## src/rtl/ex_lsu_issue.sv

```systemverilog
// Execute-stage issue register and in-order load/store sequencer for an N-wide core.
// Optional macro EX_LSU_ALIGN_CHECK_EN drops misaligned half/word lanes before they issue.
module ex_lsu_issue #(
  parameter int LANES  = 2,
  parameter int ADDR_W = 32,
  parameter int DATA_W = 32,
  parameter int OP_W   = 12,
  localparam int LW    = (LANES > 1) ? $clog2(LANES) : 1
) (
  input  logic                     clk,
  input  logic                     resetn,
  input  logic                     flush,
  input  logic                     stall_hold,
  input  logic                     stall_next,
  output logic                     stallreq,
  input  logic [LANES-1:0]         in_valid,
  input  logic [LANES-1:0]         in_mem_en,
  input  logic [LANES-1:0]         in_mem_wen,
  input  logic [2*LANES-1:0]       in_mem_size,
  input  logic [OP_W*LANES-1:0]    in_mem_op,
  input  logic [ADDR_W*LANES-1:0]  in_base,
  input  logic [ADDR_W*LANES-1:0]  in_offset,
  input  logic [DATA_W*LANES-1:0]  in_wdata,
  output logic [LANES-1:0]         ex_valid,
  output logic [LANES-1:0]         ex_misalign,
  output logic                     mem_req,
  input  logic                     mem_ready,
  output logic [LW-1:0]            mem_lane,
  output logic                     mem_wen,
  output logic [1:0]               mem_size,
  output logic [OP_W-1:0]          mem_op,
  output logic [ADDR_W-1:0]        mem_addr,
  output logic [DATA_W-1:0]        mem_wdata,
  output logic                     dbg_state
);

  typedef enum logic {S_IDLE = 1'b0, S_BUSY = 1'b1} state_e;

  state_e                        state_q;
  logic [LANES-1:0]              valid_q, misalign_q, pend_q, wen_q;
  logic [LANES-1:0][1:0]         size_q;
  logic [LANES-1:0][OP_W-1:0]    op_q;
  logic [LANES-1:0][ADDR_W-1:0]  addr_q;
  logic [LANES-1:0][DATA_W-1:0]  wdata_q;

  logic [LANES-1:0][ADDR_W-1:0]  eff_addr;
  logic [LANES-1:0]              misal_in, load_pend, pend_d;
  logic [LW-1:0]                 sel_idx;
  logic                          sel_found;
  logic [LW:0]                   pend_cnt;

  always_comb begin
    for (int l = 0; l < LANES; l++) begin
      eff_addr[l] = in_base[l*ADDR_W +: ADDR_W] + in_offset[l*ADDR_W +: ADDR_W];
    end
  end

`ifdef EX_LSU_ALIGN_CHECK_EN
  // Size 3 behaves as a word access.
  always_comb begin
    for (int l = 0; l < LANES; l++) begin
      misal_in[l] = in_valid[l] & in_mem_en[l] &
                    (((in_mem_size[2*l +: 2] == 2'd1) & eff_addr[l][0]) |
                     (in_mem_size[2*l+1] & (eff_addr[l][1:0] != 2'b00)));
    end
  end
`else
  assign misal_in = '0;
`endif

  assign load_pend = in_valid & in_mem_en & ~misal_in;

  // Oldest pending lane wins the port; the popcount drives the stall request.
  always_comb begin
    sel_idx   = '0;
    sel_found = 1'b0;
    pend_cnt  = '0;
    for (int l = 0; l < LANES; l++) begin
      if (pend_q[l]) begin
        pend_cnt = pend_cnt + {{LW{1'b0}}, 1'b1};
        if (!sel_found) begin
          sel_idx   = LW'(l);
          sel_found = 1'b1;
        end
      end
    end
  end

  // Request port: a transfer completes on a rising edge with mem_req && mem_ready;
  // while mem_req is high and mem_ready low every mem_* field is held unchanged.
  assign mem_req = (state_q == S_BUSY);

  always_comb begin
    pend_d = pend_q;
    if (mem_req && mem_ready) pend_d[sel_idx] = 1'b0;
  end

  assign stallreq = (pend_cnt >= (LW+1)'(2)) || ((pend_cnt == (LW+1)'(1)) && !mem_ready);

  assign mem_lane    = mem_req ? sel_idx          : '0;
  assign mem_wen     = mem_req ? wen_q[sel_idx]   : 1'b0;
  assign mem_size    = mem_req ? size_q[sel_idx]  : 2'b00;
  assign mem_op      = mem_req ? op_q[sel_idx]    : '0;
  assign mem_addr    = mem_req ? addr_q[sel_idx]  : '0;
  assign mem_wdata   = mem_req ? wdata_q[sel_idx] : '0;
  assign ex_valid    = valid_q;
  assign ex_misalign = misalign_q;
  assign dbg_state   = state_q;

  always_ff @(posedge clk) begin
    if (!resetn || flush || (stall_hold && !stall_next)) begin
      state_q    <= S_IDLE;
      valid_q    <= '0;
      misalign_q <= '0;
      pend_q     <= '0;
      wen_q      <= '0;
      size_q     <= '0;
      op_q       <= '0;
      addr_q     <= '0;
      wdata_q    <= '0;
    end else if (!stall_hold) begin
      state_q    <= (|load_pend) ? S_BUSY : S_IDLE;
      valid_q    <= in_valid;
      misalign_q <= misal_in;
      pend_q     <= load_pend;
      wen_q      <= in_mem_wen;
      size_q     <= in_mem_size;
      op_q       <= in_mem_op;
      addr_q     <= eff_addr;
      wdata_q    <= in_wdata;
    end else begin
      state_q    <= (|pend_d) ? S_BUSY : S_IDLE;
      pend_q     <= pend_d;
    end
  end

endmodule

```

## config.mk

```make
export PLATFORM = sky130hd
export DESIGN_NAME = ex_lsu_issue
export DESIGN_NICKNAME = d
export VERILOG_FILES = /design/src/rtl/ex_lsu_issue.sv
export SDC_FILE = /design/constraint.sdc
export NUM_CORES = 1
export LEC_CHECK = 0
export CAP_MARGIN = 10
export CORE_MARGIN = 3
export CORE_UTILIZATION = 50
export DETAILED_ROUTE_END_ITERATION = 10
export PLACE_DENSITY_LB_ADDON = 0.25
export SLEW_MARGIN = 15
export SYNTH_ARGS = -nofsm -noshare
export SYNTH_HDL_FRONTEND = slang
export SYNTH_SLANG_ARGS = --single-unit
```

## constraint.sdc

```tcl
create_clock -name clk -period 8.55 [get_ports clk]
set_input_delay 0.855 -clock clk [delete_from_list [all_inputs] [get_ports clk]]
set_output_delay 0.855 -clock clk [all_outputs]
set_load 0.03 [all_outputs]
```

* After elaboration in Yosys (flattened, before gate mapping)
Cells that the tools add are included.
** Operators by class
- Add/sub/neg operators :: 3
- $lt $le $gt $ge :: 3
- Reduce and logical (&&, ||, !) cells :: 12
- Mux-type cells :: 28
- Eq/ne operators :: 1
- Bitwise gates (word level) :: 3
** Operators with widths (number)
- 32-bit 2-to-1 mux :: 6
- 32-bit adder :: 2
- 12-bit 2-to-1 mux :: 3
- 1-bit 2-to-1 mux :: 12
- 2-bit 2-to-1 mux :: 6
- 2-bit AND :: 2
- 1-bit logical AND :: 4
- 2-bit OR reduction :: 2
- 1-bit logical NOT :: 3
- 1-bit logical OR :: 3
- 2-bit by 1-bit adder with 2-bit output (second input constant) :: 1
- 2-bit by 1-bit equality test with 1-bit output (second input constant) :: 1
- 2-bit >= comparator (second input constant) :: 1
- 1-bit by 2-bit less-than comparator with 1-bit output (second input constant) :: 1
- 2-bit inverter :: 1
- 1-bit demux with 1-bit select :: 1
- 1-bit >= comparator (second input constant) :: 1
** Word-level totals
- Output and inout bits :: 87
- Word-level logic and storage cells :: 62
- Flip-flop bits (word level) :: 163
- Input port bits :: 232

* Logic depth before layout (Yosys ltp)
Gate-level depths: netlist of run 1.
- Depth after elaboration :: 13
- Depth in mapped cells :: 11
- Gate-level depth less buffers :: 11

* Least setup slack after synthesis of run 1
No wires, ideal clock.
- Path kind :: input port to flip-flop
- Start point :: in in_base[0]
- End point :: reg addr_q[28] (netlist name)
- Setup slack :: 5.262 ns
- Data required time :: 8.424 ns
- Cell stages on the path :: 11
- Library setup time :: 0.126 ns
- Arrival time :: 3.162 ns
- Path buffers :: 0
- Cell sequence :: ha_1 fa_1 a21oi_2 o211ai_1 a21o_1 o41a_1 a211oi_2 o21ai_1 o41ai_2 xor2_1 o21ai_1
** On the way
- Longest elaborated chain between the ends :: 1
** RTL lines
- from (decl) :: line 21 : input logic [ADDR_W*LANES-1:0] in_base,
- 32-bit adder :: line 54 : eff_addr[l] = in_base[l*ADDR_W +: ADDR_W] + in_offset[l*ADDR_W +: ADDR_W];
- to (signal assigned) :: line 129 : addr_q <= eff_addr;
- to (decl) :: line 43 : logic [LANES-1:0][ADDR_W-1:0] addr_q;
No other way between the ends.
A chain may end at the register's enable or synchronous reset.

* Worst setup path after layout of run 1
- Start point :: reg pend_q[0]
- End point :: out mem_wdata[29]
** On the way
- Longest elaborated chain between the ends :: 6
** RTL lines
- from (decl) :: line 40 : logic [LANES-1:0] valid_q, misalign_q, pend_q, wen_q;
- from (signal assigned) :: line 125 : pend_q <= load_pend;
- from (signal assigned) :: line 133 : pend_q <= pend_d;
- 1-bit 2-to-1 mux :: line 79 : if (pend_q[l]) begin
- 1-bit 2-to-1 mux :: line 81 : if (!sel_found) begin
- 1-bit 2-to-1 mux :: line 79
- 32-bit 2-to-1 mux (not written as such) (2 in series) :: line 105 : assign mem_wdata = mem_req ? wdata_q[sel_idx] : '0;
- 32-bit 2-to-1 mux :: line 105
- to (decl) :: line 33 : output logic [DATA_W-1:0] mem_wdata,
No other way between the ends. The select of a mux whose other input is x is not followed.

==> summary.txt, run 1 <==
Clock network
  • Clock buffers created by TritonCTS: 17
  • Hold_buf cts: 0
  • Post-CTS setup repair buffer count: 0
  • CTS Buffer Depth: 2
  • Skew-Pair Late Insertion Delay: 0.42 ns
  • Clock Tree Root: clkbuf_16
  • Clock Pin Slew Worst Setup and Hold Paths: 0.07 ns
  • Post-CTS Resized: 0
  • H-Tree Level Count: 4
  • # clock sinks: 163
  • CTS tree: done

Routing
  • Remaining DRCs: 0
  • Initial drt markers: 571
  • Detail Route Antenna Nets: 0
  • Pre-antenna DRT Iters: 5
  • Final wirelength: 28700 um
  • Vias per cell: 5.42
  • WL/cell: 16.7 um
  • Total number of vias: 9344

Logic synthesis
  • Dominant synthesized flop cell: dfxtp_1
  • Synth Area in Simple Gates: 16.8%
  • Post-synth top area share: 32.1%
  • Compound-Gate Fraction of Synth Area: 16.8%
  • EDFF count, synth: 0
  • Multiplexer area fraction after synthesis: 17.7%
  • Syn Inst Count: 1176
  • Seq/Total Area, Yosys: 32.1%
  • Post-synthesis cell area: 10200 um^2
  • Syn Area/Cell: 8.64 um^2
  • Distinct cells, synth: 70
  • Post-synthesis adder-cell area fraction: 8.28%
  • Ys async rst share: 0%
  • Yosys warns: 0
  • Main area contributors after synthesis: dfxtp_1 32%, mux2i_1 18%, ha_1 7.9%
  • Largest family of logic cells by synthesized area: multiplexers
  • Yosys top cell by area: dfxtp_1
  • Synthesized-area fraction occupied by xor and xnor cells: 4.92%
  • Flops & latches, synth: 163

Worst setup path
  • Worst reg-to-reg path cell count: 5
  • Crit path kind: flop to primary output
  • Reg-to-Reg Start: pend_q[0]$_SDFF_PP0_
  • Arrival @ worst endpoint: 3.41 ns
  • Reg-to-reg setup timing slack: 6.17 ns
  • CP Cell Sequence: inv_1 -> ha_4 -> buf_4 -> mux2i_1 -> nor2b_1 -> clkdlybuf4s50_1
  • Worst path slowest cell: buf_4
  • Crit-path max cell delay: 0.71 ns
  • Critical Path RT: 7.70 ns
  • Crit path buf inv count: 3
  • CP max FO: 43
  • FF-to-FF End: dbg_state$_SDFF_PP0_
  • Startpoint types: flop
  • Largest delay share family, worst path: buffers and inverters
  • Crit path capture type: primary output

STA
  • Crit path time final: 4.26 ns
  • RSZ-0062 raised after global routing: no
  • Setup TNS: 0 ns
  • Final hold viol count: 0
  • Clk_skew: 0.000325 ns
  • Worst-Margin Slew: 1.01 ns
  • Finish-stage setup viols: 0
  • Final period utilization: 49.9%
  • Rel. slew slack: 32.5%
  • Count of pins over their slew limit: 0
  • Max Clock Freq: 235 MHz

Global route
  • Congestion Overflow GR: 0
  • Initial antenna violation count: 2
  • Largest net degree at the start of global routing: 101
  • Vias in the first global route: 9137
  • Global-route wire length before repair: 45400 um
  • Overall routing resource usage: 25.2%

Final layout
  • # diodes: 0
  • Layout overhead on the synthesized area: 38.6%
  • Fin area: 14100 um^2
  • Layout cells sized above 1: 4.66%
  • Layout Utilization: 71.4%
  • Final nets: 1744

Place
  • Global placement routability congestion: 0.882
  • Placed instance area: 13400 um^2
  • Port-buffer cells: 316
  • Post-DP HPWL: 21500 um

Run status
  • Status: finished clean

Die
  • Initial Util: 51.5%
  • # IOs: 319
  • Rows: 51
  • Core footprint: 19700 um^2
  • Width of the die: 149 um
  • Die Span Y: 149 um
  • Die area: 22100 um^2

Pwr
  • P_leak: 5.50 nW
  • Pwr Density: 152 nW/um^2
  • Overall Power: 2.14 mW
  • Worst VDD drop: 0.103 mV

Min path
  • WHS Path Cells: 2
  • HP Start: addr_q[61]$_SDFFE_PP0N_
  • Hold Path Sink: addr_q[61]$_SDFFE_PP0N_
  • Min-delay worst type: flop to flop

Run
  • # Max-Cap Violations: 0
[flip-flops by register name, summed over array words and instances, names as in the netlist]
register / cells
wdata_q: 64
wen_q: 2
pend_q: 2
ex_valid: 2
size_q: 4
op_q: 24
dbg_state: 1
addr_q: 64
[how the worst max path moves through the flow]
stage / start / end / slack, ns / cells after the start
2_1_floorplan: in_base[0] / addr_q[28]$_SDFFE_PP0N_ / 5.26 / 11
3_3_place_gp: in_base[0] / addr_q[28]$_SDFFE_PP0N_ / 4.50 / 12
3_5_place_dp: in_base[0] / addr_q[28]$_SDFFE_PP0N_ / 4.45 / 12
4_1_cts: pend_q[0]$_SDFF_PP0_ / mem_wdata[29] / 4.23 / 6
5_1_grt: pend_q[0]$_SDFF_PP0_ / mem_wdata[29] / 4.10 / 6
6_report: pend_q[0]$_SDFF_PP0_ / mem_wdata[29] / 4.29 / 6
[Yosys cell counts (3+ instances only)]
cell,instances
a211oi_1,11
xor2_1,25
ha_1,64
a211oi_2,4
and2_1,5
nor2_1,152
a21oi_1,79
a211o_1,3
o21ai_0,37
dfxtp_1,163
mux2i_1,178
nor3_1,6
a22o_1,3
nand2_1,97
a31oi_1,6
nor2b_1,84
xnor2_1,32
o211ai_1,7
o21bai_1,7
nand4_1,3
nand3_1,11
and3_1,7
a21o_1,43
o21a_1,4
o21ai_1,7
clkbuf_1,57
buf_4,3
a31oi_2,3
inv_1,10
a31o_2,3
buf_1,10
o22ai_1,4
[per-stage QoR]
step / hold WS, ns / setup slack (ns) / instances
6_report: 0.447 / 4.29 / 1723
5_1_grt: 0.484 / 4.10 / 1723
4_1_cts: 0.450 / 4.23 / 1723
3_5_place_dp: 0.441 / 4.45 / 1692
3_3_place_gp: 0.437 / 4.50 / 1692
2_1_floorplan: 0.424 / 5.26 / 1177
[layer usage]
metal / routed length, um / share of wire [%] / GRT usage, % / up-vias
met1: 12300 / 43 / 31.7 / 4306
met5: 23 / 0.080 / 0 / -
met3: 2260 / 7.9 / 7.40 / 44
li1: - / - / - / 4655
met2: 13600 / 47 / 42.2 / 335
met4: 626 / 2.2 / 7.25 / 4
[report_power, final]
part	switching, mW	internal [mW]	total (mW)
Clock	0.319	0.521	0.841
Sequential	0.0155	0.786	0.802
Combinational	0.243	0.259	0.502
[kinds of logic after synthesis]
| kind of cell | Yosys count |
|---|---|
| DFF | 163 |
| muxes | 179 |
| xor gates and xnor gates | 57 |
| adders and majority gates | 66 |
| and+or+nand+nor | 375 |
| AOI/OAI and AO/OA | 251 |
| other | 1 |
| buffers and inverters | 84 |
[worst reg2reg max path: stages (launching register included)]
cell	delay [ns]
dfxtp_1	0.32
inv_1	0.09
ha_4	0.62
buf_4	0.76
o211ai_1	0.29
a31oi_1	0.21
[cells in the final DEF, fill, tap and decap left out, drive strengths merged, types with 3 or more instances in the layout]
master,Yosys,final
a211o,4,4
a211oi,15,15
a21o,44,44
a21oi,81,81
a22o,3,3
a31o,3,3
a31oi,10,10
and2,7,7
and3,8,8
buf,15,8
bufinv,0,5
clkbuf,58,17
clkdlybuf4s50,0,315
clkinv,1,3
dfxtp,163,163
ha,64,64
inv,10,15
mux2i,178,178
nand2,97,97
nand3,11,11
nand4,3,3
nor2,152,152
nor2b,84,84
nor3,6,6
o211ai,7,7
o21a,4,4
o21ai,44,44
o21bai,7,7
o22ai,4,4
o31a,4,4
o31ai,3,3
xnor2,32,32
xor2,25,25
[layout make-up]
cell class	instances	area (um^2)
Inverter	11	41.3
Sequential cell	163	3260
Clock inverter	14	223
Timing Repair Buffer	323	3220
Clock buffer	17	425
Multi-Input combinational cell	930	6580
Fill cell	1535	5640
Tap cell	265	332
(Power assumes the default switching activity.)
==> run 2: changes to the inputs <==
--- a/config.mk
+++ b/config.mk
@@ -7,7 +7,7 @@
 export LEC_CHECK = 0
 export CAP_MARGIN = 10
 export CORE_MARGIN = 3
-export CORE_UTILIZATION = 50
+export CORE_UTILIZATION = 43
 export DETAILED_ROUTE_END_ITERATION = 10
 export PLACE_DENSITY_LB_ADDON = 0.25
 export SLEW_MARGIN = 15
==> constraint.sdc (replaced) <==
create_clock -name clk -period 3.5 [get_ports clk]
set_input_delay 0.35 -clock clk [delete_from_list [all_inputs] [get_ports clk]]
set_output_delay 0.35 -clock clk [all_outputs]
set_load 0.03 [all_outputs]
==> run 2 against run 1 <==
First-iteration DRC count up 11%. Hold slack improved by 0.0035 ns. Cell count up 3.4%. Sequential share of layout area shrank 0.19 points. Clock skew hardly changed. Design area increased by 0.81%. Total power increased by 140%. Highest routed layer is now met4. Die area increased by 16%. Clock power grew 120%.
==> summary.txt, run 2 (same netlist as run 1, synthesis figures left out) <==
Pwr
  • Sw Pwr: 1.44 mW
  • Internal Power: 3.63 mW
  • Pwr Density: 358 nW/um^2
  • Sw Ratio: 28.4%
  • Clock group share of total power: 37.1%
  • Power share of the combinational group: 24.4%
  • Overall Power: 5.08 mW
  • P_leak: 5.53 nW
  • Power share of the sequential group: 38.5%
  • Worst VDD drop: 0.255 mV

Global route
  • Overall routing resource usage: 21.9%
  • Initial antenna violation count: 0
  • Congestion Overflow GR: 0
  • Vias in the first global route: 8982
  • Largest net degree at the start of global routing: 158
  • Global-route wire length before repair: 46000 um

Routing
  • Pre-antenna DRT Iters: 5
  • Final wirelength: 28800 um
  • Detail Route Antenna Nets: 0
  • Remaining DRCs: 0
  • Total number of vias: 9222
  • WL/cell: 16.2 um
  • Initial drt markers: 632
  • Vias per cell: 5.18

Worst setup path
  • Startpoint types: input pin
  • Arrival @ worst endpoint: 3.38 ns
  • Critical Path RT: 3.79 ns
  • Crit path capture type: flop
  • CP max FO: 4
  • Crit path kind: input pin to flop

Final layout
  • Layout overhead on the synthesized area: 39.7%
  • Fin area: 14200 um^2
  • # diodes: 0
  • Layout cells sized above 1: 5.18%
  • Largest regs: addr_q (64), wdata_q (64), op_q (24)
  • Final nets: 1753
  • Most common cell after layout, fill and taps aside: clkdlybuf4s50_1
  • Finished Layout Cells: 1781
  • Most frequent cells in the layout: 315 x clkdlybuf4s50_1, 178 x mux2i_1, 162 x dfxtp_1

Clock network
  • Post-CTS setup repair buffer count: 0
  • Skew-Pair Late Insertion Delay: 0.42 ns
  • # clock sinks: 163
  • Clock buffers created by TritonCTS: 17
  • CTS tree: done
  • CTS Buffer Depth: 2
  • Clock Pin Slew Worst Setup and Hold Paths: 0.07 ns
  • Clock Tree Root: clkbuf_16
  • H-Tree Level Count: 4
  • Post-CTS Resized: 0
  • Hold_buf cts: 0

Die
  • Die Span Y: 160 um
  • Initial Util: 44.3%
  • Die area: 25500 um^2
  • Rows: 55
  • # IOs: 319
  • Width of the die: 160 um
  • Core footprint: 22900 um^2

Place
  • Placed instance area: 13600 um^2
  • Post-DP HPWL: 21500 um
  • Global placement routability congestion: 0.860
  • Placed insts: 1749
  • Port-buffer cells: 316

Run status
  • Status: finished clean

STA
  • Worst-Margin Slew: 0.973 ns
  • Final hold viol count: 0
  • Count of pins over their slew limit: 0
  • Rel. slew slack: 35.1%
  • Finish-stage setup viols: 0
  • RSZ-0062 raised after global routing: no
  • Clk_skew: 0.0000474 ns
  • Max Clock Freq: 324 MHz
  • Final period utilization: 88.3%
  • Crit path time final: 3.09 ns

Min path
  • Min-delay worst type: flop to flop

Run
  • # Max-Cap Violations: 0
==> run 2: changes by cell type in the layout (fill, tap and decap cells not counted) <==
cell	delta
buf_12	+3
buf_4	+6
bufinv_16	-3
clkbuf_1	+1
clkinv_2	-1
clkinv_4	+1
clkinv_8	+1
clkinvlp_4	+2
inv_6	-1
inv_8	+1
nor2_1	+1
nor2_2	-1
==> run 2: per-layer routing <==
metal / GRT usage [%] / vias to the layer above / part of all wire (%)
met4: 5.69 / 0 / 1.4
met3: 4.18 / 26 / 5.4
met5: 0 / - / 0
met2: 37.4 / 287 / 48
met1: 28.3 / 4239 / 45
li1: - / 4670 / -
==> run 2: final cells by class <==
type	instances	area (um^2)
fill	2022	8720
timing repair buffer	332	3320
clock inverter	14	170
sequential	163	3260
tap	313	392
inverter	11	41.3
clock buffer	18	429
multi-input combinational	930	6570
==> run 2: worst paths after layout <==
check	startpoint	slack, ns	to	cells after the start
worst max register to register	pend_q[0]$_SDFF_PP0_	1.80	dbg_state$_SDFF_PP0_	5
worst min register to register	addr_q[61]$_SDFFE_PP0N_	0.45	addr_q[61]$_SDFFE_PP0N_	2
worst max-delay path	in_base[32]	0.41	addr_q[60]$_SDFFE_PP0N_	12
worst min-delay path	addr_q[61]$_SDFFE_PP0N_	0.45	addr_q[61]$_SDFFE_PP0N_	2
==> run 2: metrics by stage <==
| step | utilization [%] | setup TNS [ns] | hold WS, ns | setup WS (ns) |
|---|---|---|---|---|
| after CTS | 61.9 | 0 | 0.450 | 0.436 |
| after global placement | 59.3 | 0 | 0.436 | 0.00964 |
| after global routing | 61.9 | 0 | 0.472 | 0.293 |
| final | 61.9 | 0 | 0.451 | 0.410 |
| after floorplan | - | 0 | 0.424 | 0.717 |
| after detailed placement | 59.3 | -0.0124 | 0.441 | -0.0124 |
==> run 2: worst max-delay path: stages <==
cell	delay (ns)
clkdlybuf4s50_1	0.41
ha_1	0.24
fa_1	0.41
a211oi_1	0.33
o21bai_1	0.20
o211ai_1	0.23
a31oi_2	0.20
a211oi_2	0.30
o31ai_1	0.14
a311oi_1	0.33
xor2_1	0.17
o21ai_1	0.07
==> run 2: power groups by stage <==
stage               Combinational, mW  Sequential, mW  Clock [mW]
global placement                 1.21            2.00           0
detailed placement               1.22            2.00           0
global route                     1.36            1.96        2.00
finish                           1.24            1.96        1.88
floorplan                       0.775            1.99           0
CTS                              1.23            1.96        1.93
